<file path="src/rtl/div_sequencer_if.sv">
// Handshake and divider-bus bundle for div_sequencer.
// master: the sequencer side; slave: the producer/consumer/divider side.
interface div_sequencer_if #(
  parameter int WIDTH = 8
);
  logic             in_valid;
  logic             in_ready;
  logic [WIDTH-1:0] in_dividend;
  logic [WIDTH-1:0] in_divisor;
  logic             div_bgn;
  logic [WIDTH-1:0] div_ibusa;
  logic [WIDTH-1:0] div_ibusb;
  logic             div_stop;
  logic [WIDTH-1:0] div_obus;
  logic             out_valid;
  logic             out_ready;
  logic [WIDTH-1:0] out_quot;
  logic [WIDTH-1:0] out_rem;
  logic             out_dbz;
  logic             out_ovf;
  logic             out_tmo;
  logic             busy;

  modport master (
    input  in_valid, in_dividend, in_divisor, div_stop, div_obus, out_ready,
    output in_ready, div_bgn, div_ibusa, div_ibusb,
           out_valid, out_quot, out_rem, out_dbz, out_ovf, out_tmo, busy
  );

  modport slave (
    output in_valid, in_dividend, in_divisor, div_stop, div_obus, out_ready,
    input  in_ready, div_bgn, div_ibusa, div_ibusb,
           out_valid, out_quot, out_rem, out_dbz, out_ovf, out_tmo, busy
  );
endinterface

</file>
<file path="src/rtl/div_sequencer.sv">
// Front-end and result stage for the non-restoring divider: operand FIFO,
// launch with a single begin pulse, capture of the serialized rem/quot words,
// local resolution of divide-by-zero and -2^(W-1)/-1, and a WAIT watchdog.
//
// state  | meaning
// IDLE   | waiting for an operand pair in the FIFO
// LAUNCH | operands latched; bypass cases resolved or div_bgn pulsed
// WAIT   | divider running; collecting output words, watchdog counting down
// RESULT | result held on out_*, waiting for out_ready
module div_sequencer #(
  parameter int WIDTH   = 8,
  parameter int DEPTH   = 2,
  parameter int TIMEOUT = 31
) (
  input logic              CLK,
  input logic              RESET,
  div_sequencer_if.master  bus
);
  localparam int PW = (DEPTH > 1) ? $clog2(DEPTH) : 1;
  localparam int CW = $clog2(DEPTH + 1);
  localparam int TW = (TIMEOUT > 1) ? $clog2(TIMEOUT) : 1;
  localparam logic [WIDTH-1:0] MOST_NEG = {1'b1, {(WIDTH-1){1'b0}}};
  localparam logic [WIDTH-1:0] MINUS_ONE = {WIDTH{1'b1}};

  typedef enum logic [1:0] {IDLE, LAUNCH, WAIT, RESULT} state_t;

  state_t           state_q, state_d;
  logic [WIDTH-1:0] fa_q [DEPTH];
  logic [WIDTH-1:0] fa_d [DEPTH];
  logic [WIDTH-1:0] fb_q [DEPTH];
  logic [WIDTH-1:0] fb_d [DEPTH];
  logic [PW-1:0]    wr_ptr_q, wr_ptr_d, rd_ptr_q, rd_ptr_d;
  logic [CW-1:0]    count_q, count_d;
  logic [WIDTH-1:0] opa_q, opa_d, opb_q, opb_d;
  logic [WIDTH-1:0] h0_q, h0_d, h1_q, h1_d;
  logic [WIDTH-1:0] quot_q, quot_d, rem_q, rem_d;
  logic             valid_q, valid_d;
  logic             dbz_q, dbz_d, ovf_q, ovf_d, tmo_q, tmo_d;
  logic             stop_q, stop_d;
  logic [TW-1:0]    wdog_q, wdog_d;
  logic             push, pop, stop_rise, div_bgn;

  // No bypass: a full FIFO refuses even when the head is popped this cycle.
  assign bus.in_ready = (count_q != CW'(DEPTH));
  assign push         = bus.in_valid & bus.in_ready;
  assign pop          = (state_q == IDLE) && (count_q != '0);
  assign stop_rise    = bus.div_stop & ~stop_q;

  // FIFO storage, pointers and occupancy
  always_comb begin
    fa_d     = fa_q;
    fb_d     = fb_q;
    wr_ptr_d = wr_ptr_q;
    rd_ptr_d = rd_ptr_q;
    if (push) begin
      fa_d[wr_ptr_q] = bus.in_dividend;
      fb_d[wr_ptr_q] = bus.in_divisor;
      wr_ptr_d       = (wr_ptr_q == PW'(DEPTH - 1)) ? '0 : wr_ptr_q + 1'b1;
    end
    if (pop) begin
      rd_ptr_d = (rd_ptr_q == PW'(DEPTH - 1)) ? '0 : rd_ptr_q + 1'b1;
    end
    count_d = count_q + CW'(push) - CW'(pop);
  end

  // Sequencer next state, result capture and the watchdog down-counter
  always_comb begin
    state_d = state_q;
    opa_d   = opa_q;
    opb_d   = opb_q;
    h0_d    = h0_q;
    h1_d    = h1_q;
    quot_d  = quot_q;
    rem_d   = rem_q;
    valid_d = valid_q;
    dbz_d   = dbz_q;
    ovf_d   = ovf_q;
    tmo_d   = tmo_q;
    wdog_d  = wdog_q;
    stop_d  = bus.div_stop;
    div_bgn = 1'b0;
    case (state_q)
      IDLE: begin
        if (pop) begin
          opa_d   = fa_q[rd_ptr_q];
          opb_d   = fb_q[rd_ptr_q];
          state_d = LAUNCH;
        end
      end
      LAUNCH: begin
        if (opb_q == '0) begin
          quot_d  = '0;
          rem_d   = opa_q;
          dbz_d   = 1'b1;
          valid_d = 1'b1;
          state_d = RESULT;
        end else if ((opa_q == MOST_NEG) && (opb_q == MINUS_ONE)) begin
          quot_d  = MOST_NEG;
          rem_d   = '0;
          ovf_d   = 1'b1;
          valid_d = 1'b1;
          state_d = RESULT;
        end else begin
          div_bgn = 1'b1;
          wdog_d  = TW'(TIMEOUT - 1);
          state_d = WAIT;
        end
      end
      WAIT: begin
        h1_d = bus.div_obus;
        h0_d = h1_q;
        // The divider drives rem first, then quot, then raises stop.
        if (stop_rise) begin
          quot_d  = h1_q;
          rem_d   = h0_q;
          valid_d = 1'b1;
          state_d = RESULT;
        end else if (wdog_q == '0) begin
          quot_d  = '0;
          rem_d   = '0;
          tmo_d   = 1'b1;
          valid_d = 1'b1;
          state_d = RESULT;
        end else begin
          wdog_d = wdog_q - 1'b1;
        end
      end
      RESULT: begin
        if (bus.out_ready) begin
          valid_d = 1'b0;
          dbz_d   = 1'b0;
          ovf_d   = 1'b0;
          tmo_d   = 1'b0;
          state_d = IDLE;
        end
      end
      default: state_d = IDLE;
    endcase
  end

  // State registers; reset discards queued operands and any in-flight divide
  always_ff @(posedge CLK or posedge RESET) begin
    if (RESET) begin
      state_q  <= IDLE;
      fa_q     <= '{default: '0};
      fb_q     <= '{default: '0};
      wr_ptr_q <= '0;
      rd_ptr_q <= '0;
      count_q  <= '0;
      opa_q    <= '0;
      opb_q    <= '0;
      h0_q     <= '0;
      h1_q     <= '0;
      quot_q   <= '0;
      rem_q    <= '0;
      valid_q  <= 1'b0;
      dbz_q    <= 1'b0;
      ovf_q    <= 1'b0;
      tmo_q    <= 1'b0;
      stop_q   <= 1'b0;
      wdog_q   <= '0;
    end else begin
      state_q  <= state_d;
      fa_q     <= fa_d;
      fb_q     <= fb_d;
      wr_ptr_q <= wr_ptr_d;
      rd_ptr_q <= rd_ptr_d;
      count_q  <= count_d;
      opa_q    <= opa_d;
      opb_q    <= opb_d;
      h0_q     <= h0_d;
      h1_q     <= h1_d;
      quot_q   <= quot_d;
      rem_q    <= rem_d;
      valid_q  <= valid_d;
      dbz_q    <= dbz_d;
      ovf_q    <= ovf_d;
      tmo_q    <= tmo_d;
      stop_q   <= stop_d;
      wdog_q   <= wdog_d;
    end
  end

  assign bus.div_bgn   = div_bgn;
  assign bus.div_ibusa = opa_q;
  assign bus.div_ibusb = opb_q;
  assign bus.out_valid = valid_q;
  assign bus.out_quot  = quot_q;
  assign bus.out_rem   = rem_q;
  assign bus.out_dbz   = dbz_q;
  assign bus.out_ovf   = ovf_q;
  assign bus.out_tmo   = tmo_q;
  assign bus.busy      = (state_q != IDLE) || (count_q != '0);
endmodule

</file>
<file path="src/flat_wrapper.sv">
// flat-port wrapper written by rule: the top's interface ports become plain ports
module div_sequencer_flat 
#(
  parameter int WIDTH   = 8,
  parameter int DEPTH   = 2,
  parameter int TIMEOUT = 31
)
  (CLK, RESET, bus_in_valid, bus_in_dividend, bus_in_divisor, bus_div_stop, bus_div_obus, bus_out_ready, bus_in_ready, bus_div_bgn, bus_div_ibusa, bus_div_ibusb, bus_out_valid, bus_out_quot, bus_out_rem, bus_out_dbz, bus_out_ovf, bus_out_tmo, bus_busy);
  div_sequencer_if #(.WIDTH(WIDTH)) bus_i ();
  input logic CLK;
  input logic RESET;
  input wire logic [$bits(bus_i.in_valid)-1:0] bus_in_valid;
  input wire logic [$bits(bus_i.in_dividend)-1:0] bus_in_dividend;
  input wire logic [$bits(bus_i.in_divisor)-1:0] bus_in_divisor;
  input wire logic [$bits(bus_i.div_stop)-1:0] bus_div_stop;
  input wire logic [$bits(bus_i.div_obus)-1:0] bus_div_obus;
  input wire logic [$bits(bus_i.out_ready)-1:0] bus_out_ready;
  output wire logic [$bits(bus_i.in_ready)-1:0] bus_in_ready;
  output wire logic [$bits(bus_i.div_bgn)-1:0] bus_div_bgn;
  output wire logic [$bits(bus_i.div_ibusa)-1:0] bus_div_ibusa;
  output wire logic [$bits(bus_i.div_ibusb)-1:0] bus_div_ibusb;
  output wire logic [$bits(bus_i.out_valid)-1:0] bus_out_valid;
  output wire logic [$bits(bus_i.out_quot)-1:0] bus_out_quot;
  output wire logic [$bits(bus_i.out_rem)-1:0] bus_out_rem;
  output wire logic [$bits(bus_i.out_dbz)-1:0] bus_out_dbz;
  output wire logic [$bits(bus_i.out_ovf)-1:0] bus_out_ovf;
  output wire logic [$bits(bus_i.out_tmo)-1:0] bus_out_tmo;
  output wire logic [$bits(bus_i.busy)-1:0] bus_busy;
  assign bus_i.in_valid = bus_in_valid;
  assign bus_i.in_dividend = bus_in_dividend;
  assign bus_i.in_divisor = bus_in_divisor;
  assign bus_i.div_stop = bus_div_stop;
  assign bus_i.div_obus = bus_div_obus;
  assign bus_i.out_ready = bus_out_ready;
  assign bus_in_ready = bus_i.in_ready;
  assign bus_div_bgn = bus_i.div_bgn;
  assign bus_div_ibusa = bus_i.div_ibusa;
  assign bus_div_ibusb = bus_i.div_ibusb;
  assign bus_out_valid = bus_i.out_valid;
  assign bus_out_quot = bus_i.out_quot;
  assign bus_out_rem = bus_i.out_rem;
  assign bus_out_dbz = bus_i.out_dbz;
  assign bus_out_ovf = bus_i.out_ovf;
  assign bus_out_tmo = bus_i.out_tmo;
  assign bus_busy = bus_i.busy;
  div_sequencer #(.WIDTH(WIDTH), .DEPTH(DEPTH), .TIMEOUT(TIMEOUT)) u_core (.CLK(CLK), .RESET(RESET), .bus(bus_i));
endmodule
</file>
<file path="config.mk">
export PLATFORM = sky130hd
export DESIGN_NAME = div_sequencer_flat
export DESIGN_NICKNAME = d
export VERILOG_FILES = /design/src/rtl/div_sequencer_if.sv /design/src/rtl/div_sequencer.sv /design/src/flat_wrapper.sv
export SDC_FILE = /design/constraint.sdc
export NUM_CORES = 1
export LEC_CHECK = 0
export CORE_AREA = 3 3 89 91
export CTS_BUF_LIST = sky130_fd_sc_hd__clkbuf_2 sky130_fd_sc_hd__clkbuf_4 sky130_fd_sc_hd__clkbuf_8
export DETAILED_ROUTE_END_ITERATION = 16
export DIE_AREA = 0 0 92 94
export GPL_ROUTABILITY_DRIVEN = 0
export PLACE_DENSITY = 0.95
export SLEW_MARGIN = 15
export SYNTH_ARGS = -nofsm -noshare
export SYNTH_HDL_FRONTEND = slang
export SYNTH_SLANG_ARGS = --single-unit
</file>
<file path="constraint.sdc">
create_clock -name CLK -period 5.4 [get_ports CLK]
set_input_delay 1.08 -clock CLK [delete_from_list [all_inputs] [get_ports CLK]]
set_output_delay 1.08 -clock CLK [all_outputs]
set_load 0.01 [all_outputs]
</file>
==> metrics.txt <==
worst ir drop on vdd 0.000402 V; worst hold path class reg -> reg; smallest hold slack 0.482 ns; crit path launch type flop; largest net degree at the start of global routing 61; fraction of layout cells with a size suffix above 1 11.5%; EDFF count, synth 0; die width 92 µm; Adder-Cell Fraction of Synth Area 2.06%; Area contributors post-synth dfrtp_1 (56%), mux2_1 (13%), nand2_1 (4.1%); Post-Syn Area per Cell 12.2 µm²; Worst R2R Start u_core.state_q[0]$_DFFE_PP0P_; die area 8650 µm²; Leak Pwr 0.00222 µW; DRC viols 0; # Post-CTS Setup Buffers 0; vias in the first global route 2925; Fin. Hold Viols 0; routed wire length 8.42 mm; cts-stage hold buffer count 0; GRT Overall Usage 21.6%; simple-gate share of the synthesized area 10.4%; worst hold endpoint u_core.bus.out_quot[4]$_DFFE_PP0P_; Syn. warnings 0; Rel. slew slack 28.3%; via count 2868; antenna diode count 0; Starting DRT DRC Count 133; Compound-Gate Fraction of Synth Area 10.8%; cell area after layout 5210 µm²; xor-xnor portion of the synthesized cell area 0.824%; share of the synthesized area in the top cell type 56.5%; CP arrival 2.52 ns; initial antenna violation count 0; Layout area overhead 22.6%; Final ANT Viol Nets 0; Clk Latency, worst-skew pair 0.37 ns; mean number of vias per cell 5.54; CP max FO 5; post-synthesis mux area share 16.5%; Worst setup EP type primary output; final worst path period share 66.6%; CTS root buf clkbuf_8; total gr overflow 0; Req. time, crit path 4.32 ns; post-route core utilization 72.3%; Final setup viols 0; Crit Path Category reg -> out; synthesis-stage register bit count 96; P per Cell Area 595 nW/µm²; Tmin final 3.60 ns; main flop type after synthesis dfrtp_1; asr flop ratio synth 100%; R2R Setup Slk 2.46 ns; area leader, netlist dfrtp_1; Hold Crit Start u_core.bus.out_quot[4]$_DFFE_PP0P_; WHS Path Cells 2; CTS Buf Count 9; Post-Syn Instances 348; unrepaired setup endpoints after global routing false; Total Power 3100 µW; f_max 0.278 GHz; worst r2r path cells 6; setup_tns 0 ns; WL/cell 16.3 µm; Synth Cell Area 4250 µm²; Final nets 451; Max Transition Viols Final 0; Clock Sink Count 96; row count 31; H-tree levels 3; initial core utilization 59.0%; Slew @ Worst Pin 1.07 ns; Port Buffer Count 67; TritonRoute pass-1 iters 4; total of max-cap violations 0; # IOs 68; cts repair resizes 0; Netlist cell types 45; outcome finished clean; Reg clk slew, reported paths 0.09 ns; half-perimeter wire length after placement 5.87 mm; CTS tree yes; core area 7210 µm²; main combinational cell family by area after synthesis multiplexers; Post-DP Area 5000 µm²; first-pass GRT wire length 14.5 mm; Die H 94 µm; reg2reg end u_core.bus.out_rem[6]$_DFFE_PP0P_; maximum clock insertion buffer count 2; Setup Skew 0.00846 ns; Seq/Total Area, Yosys 56.5%; post-synth net total 384
[layout make-up]
type                    count  area [µm²]
clock buffers               9         124
clock inverters             6        90.1
fillers                   487        2000
inverters                  13        50.0
multi-input cells         225        1730
flip-flops and latches     96        2400
well taps                  99         124
repair buffers             70         693
[synth_stat cells, drive strengths merged (3+ instances only)]
master / count
ha: 7
or4: 3
nand2b: 3
and4: 3
o21ai: 41
mux2i: 16
a21oi: 3
a22oi: 8
xnor2: 4
mux2: 48
inv: 13
clkbuf: 10
nor3: 9
nand2: 46
dfrtp: 96
nor2: 12
buf: 4
[metal layers]
layer / wire (µm) / track usage (%)
met2: 4110 / 35.5
met1: 3650 / 27.5
met5: 0 / 0
met3: 537 / 6.49
met4: 128 / 7.05
[registers in the layout (all words and copies together), names as in the netlist, 2 cells and up]
signal / count
u_core.bus.div_ibusa: 8
u_core.state_q: 2
u_core.bus.div_ibusb: 8
u_core.wdog_q: 5
u_core.count_q: 2
u_core.fa_q: 16
u_core.h0_q: 8
u_core.bus.out_quot: 8
u_core.fb_q: 16
u_core.bus.out_rem: 8
u_core.h1_q: 8
[worst max path at each step]
stage	startpoint	endpoint	slack [ns]	cells after the start
final	u_core.bus.div_ibusa[3]$_DFFE_PP0P_	bus_div_bgn	1.80	4
after detailed placement	u_core.bus.div_ibusa[3]$_DFFE_PP0P_	bus_div_bgn	2.21	4
after global routing	u_core.bus.div_ibusa[3]$_DFFE_PP0P_	bus_div_bgn	1.72	4
after floorplan	RESET	u_core.bus.div_ibusa[0]$_DFFE_PP0P_	1.81	1
after global placement	u_core.bus.div_ibusa[3]$_DFFE_PP0P_	bus_div_bgn	2.24	4
after CTS	u_core.bus.div_ibusa[3]$_DFFE_PP0P_	bus_div_bgn	1.80	4
[through the flow]
stage               instances  setup WS (ns)
floorplan                 348           1.81
global placement          503           2.24
detailed placement        503           2.21
CTS                       518           1.80
global route              518           1.72
finish                    518           1.80
[critical path, stage by stage, from the launching register on]
cell and delay, ns:
dfrtp_1 0.42, or4_4 0.59, o41ai_4 0.54, nor2_1 0.09
clkdlybuf4s50_1 0.50
[cell families after synthesis]
group	after synthesis
fa+ha+maj	7
compound gates	62
simple gates	88
buf+inv	27
flops	96
mux	64
xor+xnor	4
[power by group]
group	internal [µW]	switching [µW]
logic	620	661
registers	1050	262
clock network	261	252
total	1930	1170
[cell usage in the layout, fill, tap and decap left out, types with 4 or more instances in the layout]
| cell | synthesis | layout |
|---|---|---|
| o21ai_2 | 14 | 15 |
| xnor2_1 | 4 | 4 |
| o21ai_1 | 23 | 22 |
| mux2_1 | 48 | 48 |
| nand2_1 | 46 | 46 |
| mux2i_1 | 16 | 16 |
| a22oi_1 | 8 | 8 |
| nor2_1 | 11 | 11 |
| nor3_1 | 6 | 6 |
| dfrtp_1 | 96 | 96 |
| clkdlybuf4s50_1 | 0 | 67 |
| inv_1 | 11 | 10 |
| clkbuf_8 | 0 | 9 |
| ha_1 | 7 | 7 |
| o21ai_0 | 4 | 4 |
(Power assumes the default switching activity.)
